===== config.mk =====
export PLATFORM = sky130hd
export DESIGN_NAME = rr_arbiter8
export DESIGN_NICKNAME = d
export VERILOG_FILES = /design/src/rtl/rr_arbiter8.sv
export SDC_FILE = /design/constraint.sdc
export NUM_CORES = 1
export LEC_CHECK = 0
export BUFFER_PORTS_ARGS = -buffer_cell sky130_fd_sc_hd__buf_4
export CORE_MARGIN = 1.5
export CORE_UTILIZATION = 59
export DETAILED_ROUTE_END_ITERATION = 10
export PLACE_DENSITY = 0.84
export SETUP_SLACK_MARGIN = 0.4
export SYNTH_ARGS = -nofsm -noshare
export SYNTH_HDL_FRONTEND = slang
export SYNTH_SLANG_ARGS = --single-unit

===== constraint.sdc =====
create_clock -name clk -period 5.3 [get_ports clk]
set_input_delay 1.325 -clock clk [delete_from_list [all_inputs] [get_ports clk]]
set_output_delay 1.325 -clock clk [all_outputs]
set_load 0.01 [all_outputs]

===== src/rtl/rr_arbiter8.sv =====
//------------------------------------------------------------------------------
// rr_arbiter8 : 8-way round-robin arbiter, registered one-hot grant + index,
//               grant held until req drops or the hold timeout expires.
// Revision    : 1.0 - initial release
//------------------------------------------------------------------------------
`default_nettype none

module rr_arbiter8 #(
   parameter int N_REQ    = 8,
   parameter int IDX_W    = 3,
   parameter int MAX_HOLD = 16
) (
   input  logic             clk,
   input  logic             rst_n,
   input  logic [N_REQ-1:0] req,
   output logic [N_REQ-1:0] gnt,
   output logic [IDX_W-1:0] gnt_idx,
   output logic             gnt_valid,
   output logic             timeout_evt
);

   localparam int c_hold_w = (MAX_HOLD > 1) ? $clog2(MAX_HOLD) : 1;
   localparam logic [c_hold_w-1:0] c_hold_last = c_hold_w'((MAX_HOLD > 0) ? MAX_HOLD - 1 : 0);

   typedef enum logic [1:0] {
      ST_IDLE  = 2'd0,
      ST_GRANT = 2'd1,
      ST_TURN  = 2'd2
   } state_t;

   state_t              r_state, w_state_nxt;
   logic [N_REQ-1:0]    r_gnt, w_gnt_nxt;
   logic [IDX_W-1:0]    r_gnt_idx, w_idx_nxt;
   logic [IDX_W-1:0]    r_ptr, w_ptr_nxt;
   logic [c_hold_w-1:0] r_hold_cnt, w_hold_nxt;
   logic                r_timeout_evt, w_evt_nxt;

   logic                w_found;
   logic [IDX_W-1:0]    w_win;
   logic [IDX_W-1:0]    w_cand;
   logic                w_hold_expire;

   // First requester at or after the rotating pointer, wrapping mod N_REQ.
   always_comb begin
      w_found = 1'b0;
      w_win   = '0;
      w_cand  = '0;
      for (int k = 0; k < N_REQ; k++) begin
         w_cand = r_ptr + IDX_W'(k);
         if (!w_found && req[w_cand]) begin
            w_found = 1'b1;
            w_win   = w_cand;
         end
      end
   end

   assign w_hold_expire = (MAX_HOLD != 0) && (r_hold_cnt == c_hold_last);

   always_comb begin
      w_state_nxt = r_state;
      w_gnt_nxt   = r_gnt;
      w_idx_nxt   = r_gnt_idx;
      w_ptr_nxt   = r_ptr;
      w_hold_nxt  = r_hold_cnt;
      w_evt_nxt   = 1'b0;
      case (r_state)
         ST_IDLE: begin
            if (w_found) begin
               w_state_nxt = ST_GRANT;
               w_gnt_nxt   = N_REQ'(1) << w_win;
               w_idx_nxt   = w_win;
               w_ptr_nxt   = w_win + IDX_W'(1);
               w_hold_nxt  = '0;
            end
         end
         ST_GRANT: begin
            // A dropped request wins over a coincident expiry: normal release.
            if (!req[r_gnt_idx]) begin
               w_state_nxt = ST_TURN;
               w_gnt_nxt   = '0;
               w_idx_nxt   = '0;
            end else if (w_hold_expire) begin
               w_state_nxt = ST_TURN;
               w_gnt_nxt   = '0;
               w_idx_nxt   = '0;
               w_evt_nxt   = 1'b1;
            end else begin
               w_hold_nxt  = r_hold_cnt + c_hold_w'(1);
            end
         end
         ST_TURN: begin
            w_state_nxt = ST_IDLE;
         end
         default: begin
            w_state_nxt = ST_IDLE;
            w_gnt_nxt   = '0;
            w_idx_nxt   = '0;
         end
      endcase
   end

   always_ff @(posedge clk or negedge rst_n) begin
      if (!rst_n) begin
         r_state       <= ST_IDLE;
         r_gnt         <= '0;
         r_gnt_idx     <= '0;
         r_ptr         <= '0;
         r_hold_cnt    <= '0;
         r_timeout_evt <= 1'b0;
      end else begin
         r_state       <= w_state_nxt;
         r_gnt         <= w_gnt_nxt;
         r_gnt_idx     <= w_idx_nxt;
         r_ptr         <= w_ptr_nxt;
         r_hold_cnt    <= w_hold_nxt;
         r_timeout_evt <= w_evt_nxt;
      end
   end

   assign gnt         = r_gnt;
   assign gnt_idx     = r_gnt_idx;
   assign gnt_valid   = |r_gnt;
   assign timeout_evt = r_timeout_evt;

endmodule

`default_nettype wire


* After elaboration in Yosys (flattened, before gate mapping) *
Cells that the tools add are included.

word-level totals
  word-level logic and storage cells = 107
  register bits = 21
  input bits = 10

cells by class
  reduce and logical (&&, ||, !) cells = 21
  multiplexer cells = 53
  equal/unequal tests = 7
  bitwise logic cells = 1
  shift operators = 1
  add/subtract/negate cells = 9
  $lt $le $gt $ge = 9

operator list
  cell                                                        count
  less-than comparator 3 x 4 -> 1 bit, second input constant  9
  2-to-1 mux 3 bit                                            11
  binary-select mux 1 bit (select 3 bit)                      9
  2-to-1 mux 8 bit                                            3
  one-hot mux 8 bit (3 select lines)                          1
  2-to-1 mux 1 bit                                            20
  adder 3 bit, second input constant                          4
  2-to-1 mux 4 bit                                            3
  one-hot mux 3 bit (3 select lines)                          1
  one-hot mux 4 bit (2 select lines)                          1
  OR reduction 8 bit                                          1
  left shift 1 x 3 -> 8 bit, first input constant             1
  logical AND 1 bit                                           7
  zero test 1 bit                                             7
  adder 3 x 1 -> 3 bit, second input constant                 2
  adder 3 x 2 -> 3 bit, second input constant                 2
  2-to-1 mux 2 bit                                            3
  inequality test 2 bit, second input constant                3
  adder 4 x 1 -> 4 bit, second input constant                 1
  == test 4 bit, second input constant                        1
  one-hot mux 2 bit (2 select lines)                          1
  AND reduction 2 bit                                         2
  AND reduction 4 bit                                         1
  inequality test 3 bit, second input constant                1
  other kinds (6)                                             6

* Depth between registers and ports, before layout *
Gate-level depths: netlist of run 1.

  depth in word-level cells = 27
  mapped depth = 15
  depth with buffers taken out = 12

* Worst setup path after synthesis of run 1 *
Ideal clock, no wire load.

  path kind = in2reg
  start point = in req[2]
  end point = reg r_ptr[2]
  data required time = 5,175 ps
  setup time = 125 ps
  path slack = 1,219 ps
  path buffers = 1
  stages on the path = 11
  data arrival time = 3,956 ps
  cells stage by stage = clkbuf_1 -> mux4_2 -> mux2i_1 -> mux2i_1 -> a211oi_1 -> or4_1 -> a22oi_2 -> inv_1 -> ha_1 -> ha_1 -> mux2_2

on the way
  longest elaborated chain between the ends = 25
  elaborated cells on any way between the ends = 48

ends and longest elaborated chain
  what                                                                RTL line  source
  start, declared                                                     15        input logic [N_REQ-1:0] req,
  binary-select mux 1 bit (select 3 bit)                              50        if (!w_found && req[w_cand]) begin
  2-to-1 mux 1 bit (not written as such)                              50
  2-to-1 mux 1 bit                                                    50
  zero test 1 bit                                                     50
  logical AND 1 bit                                                   50
  2-to-1 mux 1 bit                                                    50
  zero test 1 bit                                                     50
  logical AND 1 bit                                                   50
  (+9 left out)                                                       -
  2-to-1 mux 1 bit                                                    50
  zero test 1 bit                                                     50
  logical AND 1 bit                                                   50
  2-to-1 mux 1 bit                                                    50
  zero test 1 bit                                                     50
  logical AND 1 bit                                                   50
  2-to-1 mux 3 bit / 2-to-1 mux 1 bit (equally long branches)         50
  adder 3 x 1 -> 3 bit / AND reduction 2 bit (equally long branches)  -
  end signal, assigned                                                114       r_ptr <= w_ptr_nxt;
  end, declared                                                       34        logic [IDX_W-1:0] r_ptr, w_ptr_nxt;

Parallel ways exist; a longest one is shown, timed or not. The select of a mux whose other input is x is not followed.
A chain may end at the register's enable or synchronous reset.

* Final worst setup path of run 1 *
  start point = reg r_ptr[0]
  end point = reg r_ptr[2]

on the way
  longest elaborated chain between the ends = 25
  elaborated cells on any way between the ends = 55

ends and longest elaborated chain
  what
  branches (longest 25 deep; another with adder 3 x 1 -> 3 bit)

Parallel ways; which one is timed is not known. The select of a mux whose other input is x is not followed.

==> results of run 1 <==
==> cells by family after synthesis <==
group,after synthesis,synth area share
XOR/XNOR,4,0.0201
buffers and inverters,23,0.0578
AND/OR/NAND/NOR,54,0.137
multiplexers,39,0.276
adder cells (fa/ha/maj),9,0.0531
flip-flops,21,0.248
AO/OA/AOI/OAI,52,0.208
==> path summary, 6_finish.rpt <==
check | start | end | depth (start not counted)
worst max-delay path | r_ptr[0]$_DFFE_PN0P_ | r_ptr[2]$_DFFE_PN0P_ | 13
worst min-delay path | gnt[5]$_DFFE_PN0P_ | gnt[5]$_DFFE_PN0P_ | 1
worst max register to register | r_ptr[0]$_DFFE_PN0P_ | r_ptr[2]$_DFFE_PN0P_ | 13
worst min register to register | gnt[5]$_DFFE_PN0P_ | gnt[5]$_DFFE_PN0P_ | 1
max in group asynchronous | rst_n | r_state[0]$_DFFE_PN0P_ | 1
min in group asynchronous | rst_n | gnt[4]$_DFFE_PN0P_ | 1
==> sequential cells by signal, indices dropped and copies added, names as in the netlist <==
signal and cells:
timeout_evt 1, gnt 8, r_ptr 3, r_state 2, r_hold_cnt 4, gnt_idx 3
==> cell usage in the layout, fill, tap and decap left out, drive strengths merged, types with 2 or more instances in the layout <==
cell | Yosys | layout
xnor2 | 2 | 2
nor2b | 4 | 4
nor2 | 12 | 12
nor3b | 2 | 2
xor2 | 2 | 2
clkbuf | 4 | 4
a22oi | 5 | 5
a211oi | 4 | 4
nand2 | 15 | 15
mux2 | 10 | 10
a22o | 4 | 4
and3 | 2 | 2
a32o | 3 | 3
nor4 | 2 | 2
o2bb2ai | 4 | 4
o21ai | 9 | 9
mux2i | 15 | 15
inv | 10 | 10
o211ai | 3 | 3
mux4 | 14 | 14
nand3 | 4 | 4
nor3 | 2 | 2
ha | 9 | 9
a31oi | 3 | 3
dfrtp | 21 | 21
nand4 | 2 | 2
a21oi | 7 | 7
nand2b | 3 | 3
buf | 9 | 25
==> metrics by stage <==
stage	worst slack, ns	util	area (um2)	std cells
after floorplan	1.22	-	2120	202
after global placement	1.02	0.673	2280	260
after detailed placement	0.964	0.673	2280	260
after CTS	1.05	0.681	2310	264
after global routing	0.784	0.681	2310	264
final	1.04	0.681	2310	264
==> layer usage <==
layer / global-route usage / share of wire / vias to the layer above / wire (um)
met1: 0.379 / 0.46 / 858 / 2170
li1: - / - / 805 / -
met4: 0.0250 / 0.0065 / 0 / 31
met3: 0.0595 / 0.061 / 6 / 288
met2: 0.402 / 0.48 / 54 / 2250
met5: 0 / 0 / - / 0
==> layout make-up <==
cell class | count | area [um2]
inverter | 10 | 37.5
tap | 46 | 57.6
clock buffer | 4 | 26.3
timing repair buffer | 25 | 188
sequential | 21 | 526
fill | 247 | 1080
multi-input combinational | 158 | 1470
==> flow_metrics.env, run 1 <==
export IMPL_yosysUniqueCellTypes=57
export IMPL_grt_overflow_total=0
export IMPL_ys_seq_area_frac=0.248
export IMPL_netlist_area_leader_share=0.248
export IMPL_synth_most_common_cell="dfrtp_1"
export IMPL_layout_min_cycle_time_ns=4.26
export IMPL_wl_um=4740
export IMPL_max_stage_delay_ns=0.61
export IMPL_die_area_um2=3970
export IMPL_skew_ns=0.00174
export IMPL_start_util=0.626
export IMPL_cts_tree="done"
export IMPL_synth_area_um2=2120
export IMPL_cp_end_kind="flop"
export IMPL_ys_ff_latch=21
export IMPL_crit_required_ns=5.50
export IMPL_core_area_um2=3390
export IMPL_yosys_top_cells_count="21 x dfrtp_1, 14 x mux2i_1, 14 x nand2_1"
export IMPL_clkTransAtPathRegs_ns=0.11
export IMPL_yosys_area_top_type="dfrtp_1"
export IMPL_grt_total_usage=0.257
export IMPL_num_io_pins=23
export IMPL_numClockSinks=21
export IMPL_synth_edff_count=0
export IMPL_via_per_inst=6.53
export IMPL_setup_violations=0
export IMPL_antenna_left=0
export IMPL_relSlewSlack=0.438
export IMPL_hpwl_um=3450
export IMPL_critPathKind="flop to flop"
export IMPL_final_nets=238
export IMPL_synth_ff_type="dfrtp_1"
export IMPL_die_h_um=63.0
export IMPL_cts_setup_buffers=0
export IMPL_worstPathMaxFanout=22
export IMPL_antenna_found_initial=0
export IMPL_crit_arrival_ns=4.46
export IMPL_area_delta_synth_final_pct=8.79
export IMPL_cts_hold_buf=0
export IMPL_num_rows=21
export IMPL_max_cap_violations=0
export IMPL_grt_pass1_vias=1660
export IMPL_post_cts_resized=0
export IMPL_rsz0062_at_grt="false"
export IMPL_hp_class="flop to flop"
export IMPL_clkLatencyLatePin_ns=0.30
export IMPL_cts_buffers=3
export IMPL_syn_nets=221
export IMPL_maxSlewViolCount=0
export IMPL_vias=1723
export IMPL_worst_path_buf_inv=3
export IMPL_worst_pin_slew_ns=0.843
export IMPL_htreeDepth=1
export IMPL_holdWs_ns=0.539
export IMPL_r2r_slack_ns=1.04
export IMPL_diodes=0
export IMPL_cp_common_cell="ha_1"
export IMPL_clockBufferDepth=2
export IMPL_grt_start_max_net_pins=23
export IMPL_synth_area_top_cells="dfrtp_1 25%, mux4_2 14%, mux2i_1 6.6%"
export IMPL_gp_congestion=0.897
export IMPL_firstDrtPassIters=4
export IMPL_status="finished, final reports clean"
export IMPL_crit_family="multiplexers"
export IMPL_grt_first_pass_wirelength_um=8190
export IMPL_port_buffers=22
export IMPL_fin_tns_setup_ns=0
export IMPL_synthCells=202
export IMPL_async_reset_ff_frac=1.00
export IMPL_cpMaxStageDelayCell="mux4_2"
export IMPL_crit_chain="buf_4, inv_1, ha_1, mux4_2, mux2i_1, mux2i_1, a211oi_1, or4_1, a22oi_2, inv_1, ha_1, ha_1, mux2_2"
export IMPL_root_buffer="clkbuf_4"
export IMPL_dr_first_iter_drc_count=114
export IMPL_die_x_um=63.0
export IMPL_drive_gt1_frac=0.294
export IMPL_avgSynthCellArea_um2=10.5
export IMPL_hold_violations=0
export IMPL_startpoint_type="flop"
export IMPL_wire_per_inst_um=18.0
export IMPL_drc_errors=0
export IMPL_fmax_ghz=0.235
export IMPL_fin_crit_sh=0.804
export IMPL_yosysWarnings=0
Power of run 1 is not shown: default switching activity piles up to over one toggle a cycle in this logic, so the estimate is an artifact.
==> run 2: changes to the inputs <==
==> constraint.sdc (replaced) <==
create_clock -name clk -period 4.25 [get_ports clk]
set_input_delay 1.0625 -clock clk [delete_from_list [all_inputs] [get_ports clk]]
set_output_delay 1.0625 -clock clk [all_outputs]
set_load 0.01 [all_outputs]
==> run 2 against run 1 <==
Effect of this change: cell count up 2.3%; final area up 3.6%; global-route usage up 1.8 points; setup slack worse by 0.49 ns; wire length up 8.3%; via count up 3.9%; sequential cell count unchanged; sequential share of layout area down 0.80 points; core utilization up 2.5 points; critical path type is now input pin to flop.
==> flow_metrics.env, run 2 (synthesized netlist as in run 1, its figures left out) <==
export IMPL_crit_required_ns=4.47
export IMPL_htreeDepth=1
export IMPL_wl_met1_um=2240
export IMPL_highest_layer="met4"
export IMPL_crit_arrival_ns=3.92
export IMPL_antenna_left=0
export IMPL_wl_um=5140
export IMPL_layout_min_cycle_time_ns=3.70
export IMPL_die_area_um2=3970
export IMPL_final_nets=244
export IMPL_setup_violations=0
export IMPL_reg2reg_depth=13
export IMPL_via_per_inst=6.63
export IMPL_fin_tns_setup_ns=0
export IMPL_cts_tree="done"
export IMPL_wire_per_inst_um=19.0
export IMPL_worstPathMaxFanout=10
export IMPL_status="finished, final reports clean"
export IMPL_cts_buffers=3
export IMPL_skew_ns=0.00233
export IMPL_dr_first_iter_drc_count=94
export IMPL_grt_pass1_vias=1658
export IMPL_grt_total_usage=0.275
export IMPL_antenna_found_initial=0
export IMPL_firstDrtPassIters=4
export IMPL_r2r_start="r_ptr[0]$_DFFE_PN0P_"
export IMPL_maxSlewViolCount=0
export IMPL_r2r_slack_ns=0.60
export IMPL_start_util=0.626
export IMPL_largest_register_ffs=8
export IMPL_startpoint_type="input pin"
export IMPL_grt_first_pass_wirelength_um=8540
export IMPL_port_buffers=22
export IMPL_core_area_um2=3390
export IMPL_worst_pin_slew_ns=0.793
export IMPL_clockBufferDepth=2
export IMPL_nFillCells=236
export IMPL_endpoint="r_ptr[2]$_DFFE_PN0P_"
export IMPL_grt_start_max_net_pins=22
export IMPL_relSlewSlack=0.472
export IMPL_vias=1791
export IMPL_num_io_pins=23
export IMPL_fmax_ghz=0.270
export IMPL_dr_wl_met2_um=2450
export IMPL_cp_end_kind="flop"
export IMPL_num_rows=21
export IMPL_clkTransAtPathRegs_ns=0.12
export IMPL_regToRegEndpoint="r_ptr[2]$_DFFE_PN0P_"
export IMPL_max_cap_violations=0
export IMPL_mostFrequentLayoutCells="29 x buf_4, 21 x dfrtp_1, 14 x nand2_1"
export IMPL_cp_startpoint="req[5]"
export IMPL_clkLatencyLatePin_ns=0.32
export IMPL_drc_errors=0
export IMPL_wl_met3_um=370
export IMPL_die_x_um=63.0
export IMPL_rsz0062_at_grt="false"
export IMPL_hpwl_um=3750
export IMPL_root_buffer="clkbuf_4"
export IMPL_diodes=0
export IMPL_numClockSinks=21
export IMPL_gp_congestion=0.888
export IMPL_holdWs_ns=0.540
export IMPL_fin_crit_sh=0.871
export IMPL_hold_violations=0
export IMPL_drive_gt1_frac=0.326
export IMPL_final_common_cell="buf_4"
export IMPL_area_delta_synth_final_pct=12.7
export IMPL_hp_class="flop to flop"
export IMPL_die_h_um=63.0
export IMPL_grt_overflow_total=0
export IMPL_critPathKind="input pin to flop"
run 2: layer usage:
metal	track usage	up-vias
li1	-	815
met1	0.413	891
met2	0.408	76
met3	0.0523	9
met4	0.0667	0
met5	0	-
run 2: per-stage QoR:
step / util / std cells / setup slack (ns) / instance area [um2]
after detailed placement: 0.680 / 263 / 0.186 / 2300
after global placement: 0.680 / 263 / 0.314 / 2300
final: 0.706 / 270 / 0.547 / 2390
after floorplan: - / 202 / 0.419 / 2120
after global routing: 0.706 / 270 / 0.424 / 2390
after CTS: 0.689 / 267 / 0.448 / 2330
run 2: area by class of cell:
cell class              instances  area, um2  share of cell area
inverters                      10       37.5              0.0157
multi-input cells             158       1500               0.628
flip-flops and latches         21        526               0.220
well taps                      46       57.6              0.0241
clock buffers                   4       26.3              0.0110
repair buffers                 31        244               0.102
run 2: how the worst min path moves through the flow:
stage | startpoint | cells after the start | slack [ns] | endpoint
after floorplan | r_hold_cnt[3]$_DFFE_PN0P_ | 2 | 0.51 | r_hold_cnt[3]$_DFFE_PN0P_
after global placement | gnt[0]$_DFFE_PN0P_ | 1 | 0.51 | gnt[0]$_DFFE_PN0P_
after detailed placement | gnt[0]$_DFFE_PN0P_ | 1 | 0.50 | gnt[0]$_DFFE_PN0P_
after CTS | gnt[5]$_DFFE_PN0P_ | 1 | 0.54 | gnt[5]$_DFFE_PN0P_
after global routing | gnt[6]$_DFFE_PN0P_ | 1 | 0.58 | gnt[6]$_DFFE_PN0P_
final | gnt[6]$_DFFE_PN0P_ | 1 | 0.54 | gnt[6]$_DFFE_PN0P_
run 2: critical path, stage by stage:
cell	delay [ns]
buf_4	0.15
mux4_2	0.54
mux2_2	0.34
mux2i_1	0.19
a211oi_1	0.10
or4_1	0.43
a22oi_2	0.26
inv_1	0.10
ha_1	0.21
ha_1	0.27
mux2_2	0.26
run 2: timing repair:
action                                 in CTS  in global routing
gates resized for setup                     1                  6
endpoints found under the hold margin       0                  0
buffers inserted                            0                  3
pin swaps                                   0                  1
hold buffers                                0                  0
setup endpoints to repair                   1                  3
Power of run 2 is left out for the same reason.
==> run 3: changes to the inputs <==
--- a/config.mk
+++ b/config.mk
@@ -5,9 +5,10 @@
 export SDC_FILE = /design/constraint.sdc
 export NUM_CORES = 1
 export LEC_CHECK = 0
+export ABC_AREA = 1
 export BUFFER_PORTS_ARGS = -buffer_cell sky130_fd_sc_hd__buf_4
 export CORE_MARGIN = 1.5
-export CORE_UTILIZATION = 59
+export CORE_UTILIZATION = 58
 export DETAILED_ROUTE_END_ITERATION = 10
 export PLACE_DENSITY = 0.84
 export SETUP_SLACK_MARGIN = 0.4
==> run 3 against run 2 <==
Effect of this change: fmax is 10% higher; final area is 16% lower; count of clock-buffer cells in the layout is 1 lower; wire length is 24% lower.
==> flow_metrics.env, run 3 <==
export IMPL_start_util=0.604
export IMPL_cts_hold_buf=0
export IMPL_grt_pass1_vias=1510
export IMPL_worstPathMaxFanout=12
export IMPL_fmax_ghz=0.297
export IMPL_num_io_pins=23
export IMPL_synth_area_um2=1830
export IMPL_grt_overflow_total=0
export IMPL_synth_ff_type="dfrtp_1"
export IMPL_antenna_left=0
export IMPL_skew_ns=0.000643
export IMPL_htreeDepth=1
export IMPL_antenna_found_initial=0
export IMPL_status="finished, final reports clean"
export IMPL_grt_start_max_net_pins=22
export IMPL_maxSlewViolCount=0
export IMPL_final_util=0.667
export IMPL_whs_path_depth=2
export IMPL_clockBufferDepth=2
export IMPL_crit_arrival_ns=3.57
export IMPL_via_per_inst=5.21
export IMPL_placed_cell_area_um2=1990
export IMPL_ys_ff_latch=21
export IMPL_holdPathEnd="gnt[4]$_DFFE_PN0P_"
export IMPL_rsz0062_at_grt="false"
export IMPL_fin_crit_sh=0.792
export IMPL_yosys_area_top_type="dfrtp_1"
export IMPL_diodes=0
export IMPL_startpoint_type="flop"
export IMPL_hpwl_um=3170
export IMPL_cp_end_kind="flop"
export IMPL_die_h_um=59.2
export IMPL_instances_no_fill=332
export IMPL_die_x_um=59.2
export IMPL_synthCells=267
export IMPL_largest_register_ffs=8
export IMPL_avgSynthCellArea_um2=6.85
export IMPL_min_from="gnt[4]$_DFFE_PN0P_"
export IMPL_post_cts_resized=0
export IMPL_nFillCells=281
export IMPL_numClockSinks=21
export IMPL_yosysWarnings=0
export IMPL_area_delta_synth_final_pct=10.5
export IMPL_hp_class="flop to flop"
export IMPL_num_rows=20
export IMPL_firstDrtPassIters=4
export IMPL_syn_nets=286
export IMPL_max_cap_violations=0
export IMPL_cp_startpoint="r_ptr[0]$_DFFE_PN0P_"
export IMPL_vias=1730
export IMPL_die_area_um2=3500
export IMPL_port_buffers=22
export IMPL_yosys_top_cells_count="89 x nand2_1, 44 x nand3_1, 29 x nor2_1"
export IMPL_worst_pin_slew_ns=0.632
export IMPL_final_nets=308
export IMPL_setup_violations=0
export IMPL_final_area_um2=2020
export IMPL_root_buffer="clkbuf_4"
export IMPL_drc_errors=0
export IMPL_reg2reg_depth=17
export IMPL_synth_edff_count=0
export IMPL_mostFrequentLayoutCells="89 x nand2_1, 44 x nand3_1, 29 x nor2_1"
export IMPL_critPathKind="flop to flop"
export IMPL_async_reset_ff_frac=1.00
export IMPL_wl_um=3920
export IMPL_cts_tree="done"
export IMPL_cts_setup_buffers=0
export IMPL_relSlewSlack=0.579
export IMPL_crit_required_ns=4.45
export IMPL_dr_first_iter_drc_count=79
export IMPL_yosysUniqueCellTypes=26
export IMPL_grt_total_usage=0.243
export IMPL_clkTransAtPathRegs_ns=0.11
export IMPL_place_inst=328
export IMPL_r2r_slack_ns=0.89
export IMPL_hold_violations=0
export IMPL_fin_tns_setup_ns=0
export IMPL_core_area_um2=3030
export IMPL_final_common_cell="nand2_1"
export IMPL_grt_first_pass_wirelength_um=6530
export IMPL_cts_buffers=3
export IMPL_layout_min_cycle_time_ns=3.36
export IMPL_synth_area_top_cells="dfrtp_1 29%, nand2_1 18%, nand3_1 12%"
export IMPL_regToRegEndpoint="r_ptr[2]$_DFFE_PN0P_"
export IMPL_gp_congestion=0.946
export IMPL_netlist_area_leader_share=0.287
export IMPL_r2r_start="r_ptr[0]$_DFFE_PN0P_"
export IMPL_synth_most_common_cell="nand2_1"
export IMPL_clkLatencyLatePin_ns=0.30
export IMPL_drive_gt1_frac=0.167
export IMPL_wire_per_inst_um=11.8
export IMPL_ys_seq_area_frac=0.287
-- run 3: how the worst max path moves through the flow --
stage	cells after the start	endpoint	slack (ns)
2_1_floorplan	15	r_ptr[2]$_DFFE_PN0P_	1.44
3_3_place_gp	17	r_ptr[2]$_DFFE_PN0P_	1.05
3_5_place_dp	17	r_ptr[2]$_DFFE_PN0P_	0.95
4_1_cts	17	r_ptr[2]$_DFFE_PN0P_	0.93
5_1_grt	17	r_ptr[2]$_DFFE_PN0P_	0.60
6_report	17	r_ptr[2]$_DFFE_PN0P_	0.89
-- run 3: area by class of cell --
type                    instances  area [um2]  area share
clock buffers                   3        22.5      0.0111
clock inverters                 1        5.00     0.00248
inverters                      31         119      0.0588
multi-input cells             210        1130       0.559
flip-flops and latches         21         526       0.260
well taps                      44        55.1      0.0272
repair buffers                 22         165      0.0817
-- run 3: metal layers --
metal / track usage / up-vias / wire length (um) / part of all wire
li1: - / 898 / - / -
met1: 0.338 / 798 / 1820 / 0.46
met2: 0.402 / 30 / 1930 / 0.49
met3: 0.0328 / 4 / 129 / 0.033
met4: 0.0649 / 0 / 37 / 0.0094
met5: 0 / - / 0 / 0
-- run 3: cell families after synthesis --
group           Yosys count  synth area share
flops                    21             0.287
compound gates           16            0.0588
simple gates            181             0.447
buf+inv                  36            0.0958
xor+xnor                  4            0.0499
fa+ha+maj                 9            0.0616
-- run 3: per-stage QoR --
step	setup WS [ns]	hold slack (ns)
after floorplan	1.44	0.502
after global placement	1.05	0.483
after detailed placement	0.953	0.490
after CTS	0.935	0.518
after global routing	0.604	0.558
final	0.885	0.511
-- run 3: worst max-delay path, stage by stage (launching register included) --
cell and delay (ns):
dfrtp_1 0.62, inv_2 0.18, ha_1 0.42, inv_1 0.22
nand3_1 0.14, nand3_1 0.12, nand2_1 0.12, nor2_4 0.14
nand4_4 0.13, nor2_4 0.21, nand3_1 0.10, nand3_1 0.10
nand2_1 0.12, inv_1 0.11, ha_1 0.18, ha_1 0.23
nand2_1 0.08, o21ai_2 0.05
Power of run 3 is left out for the same reason.
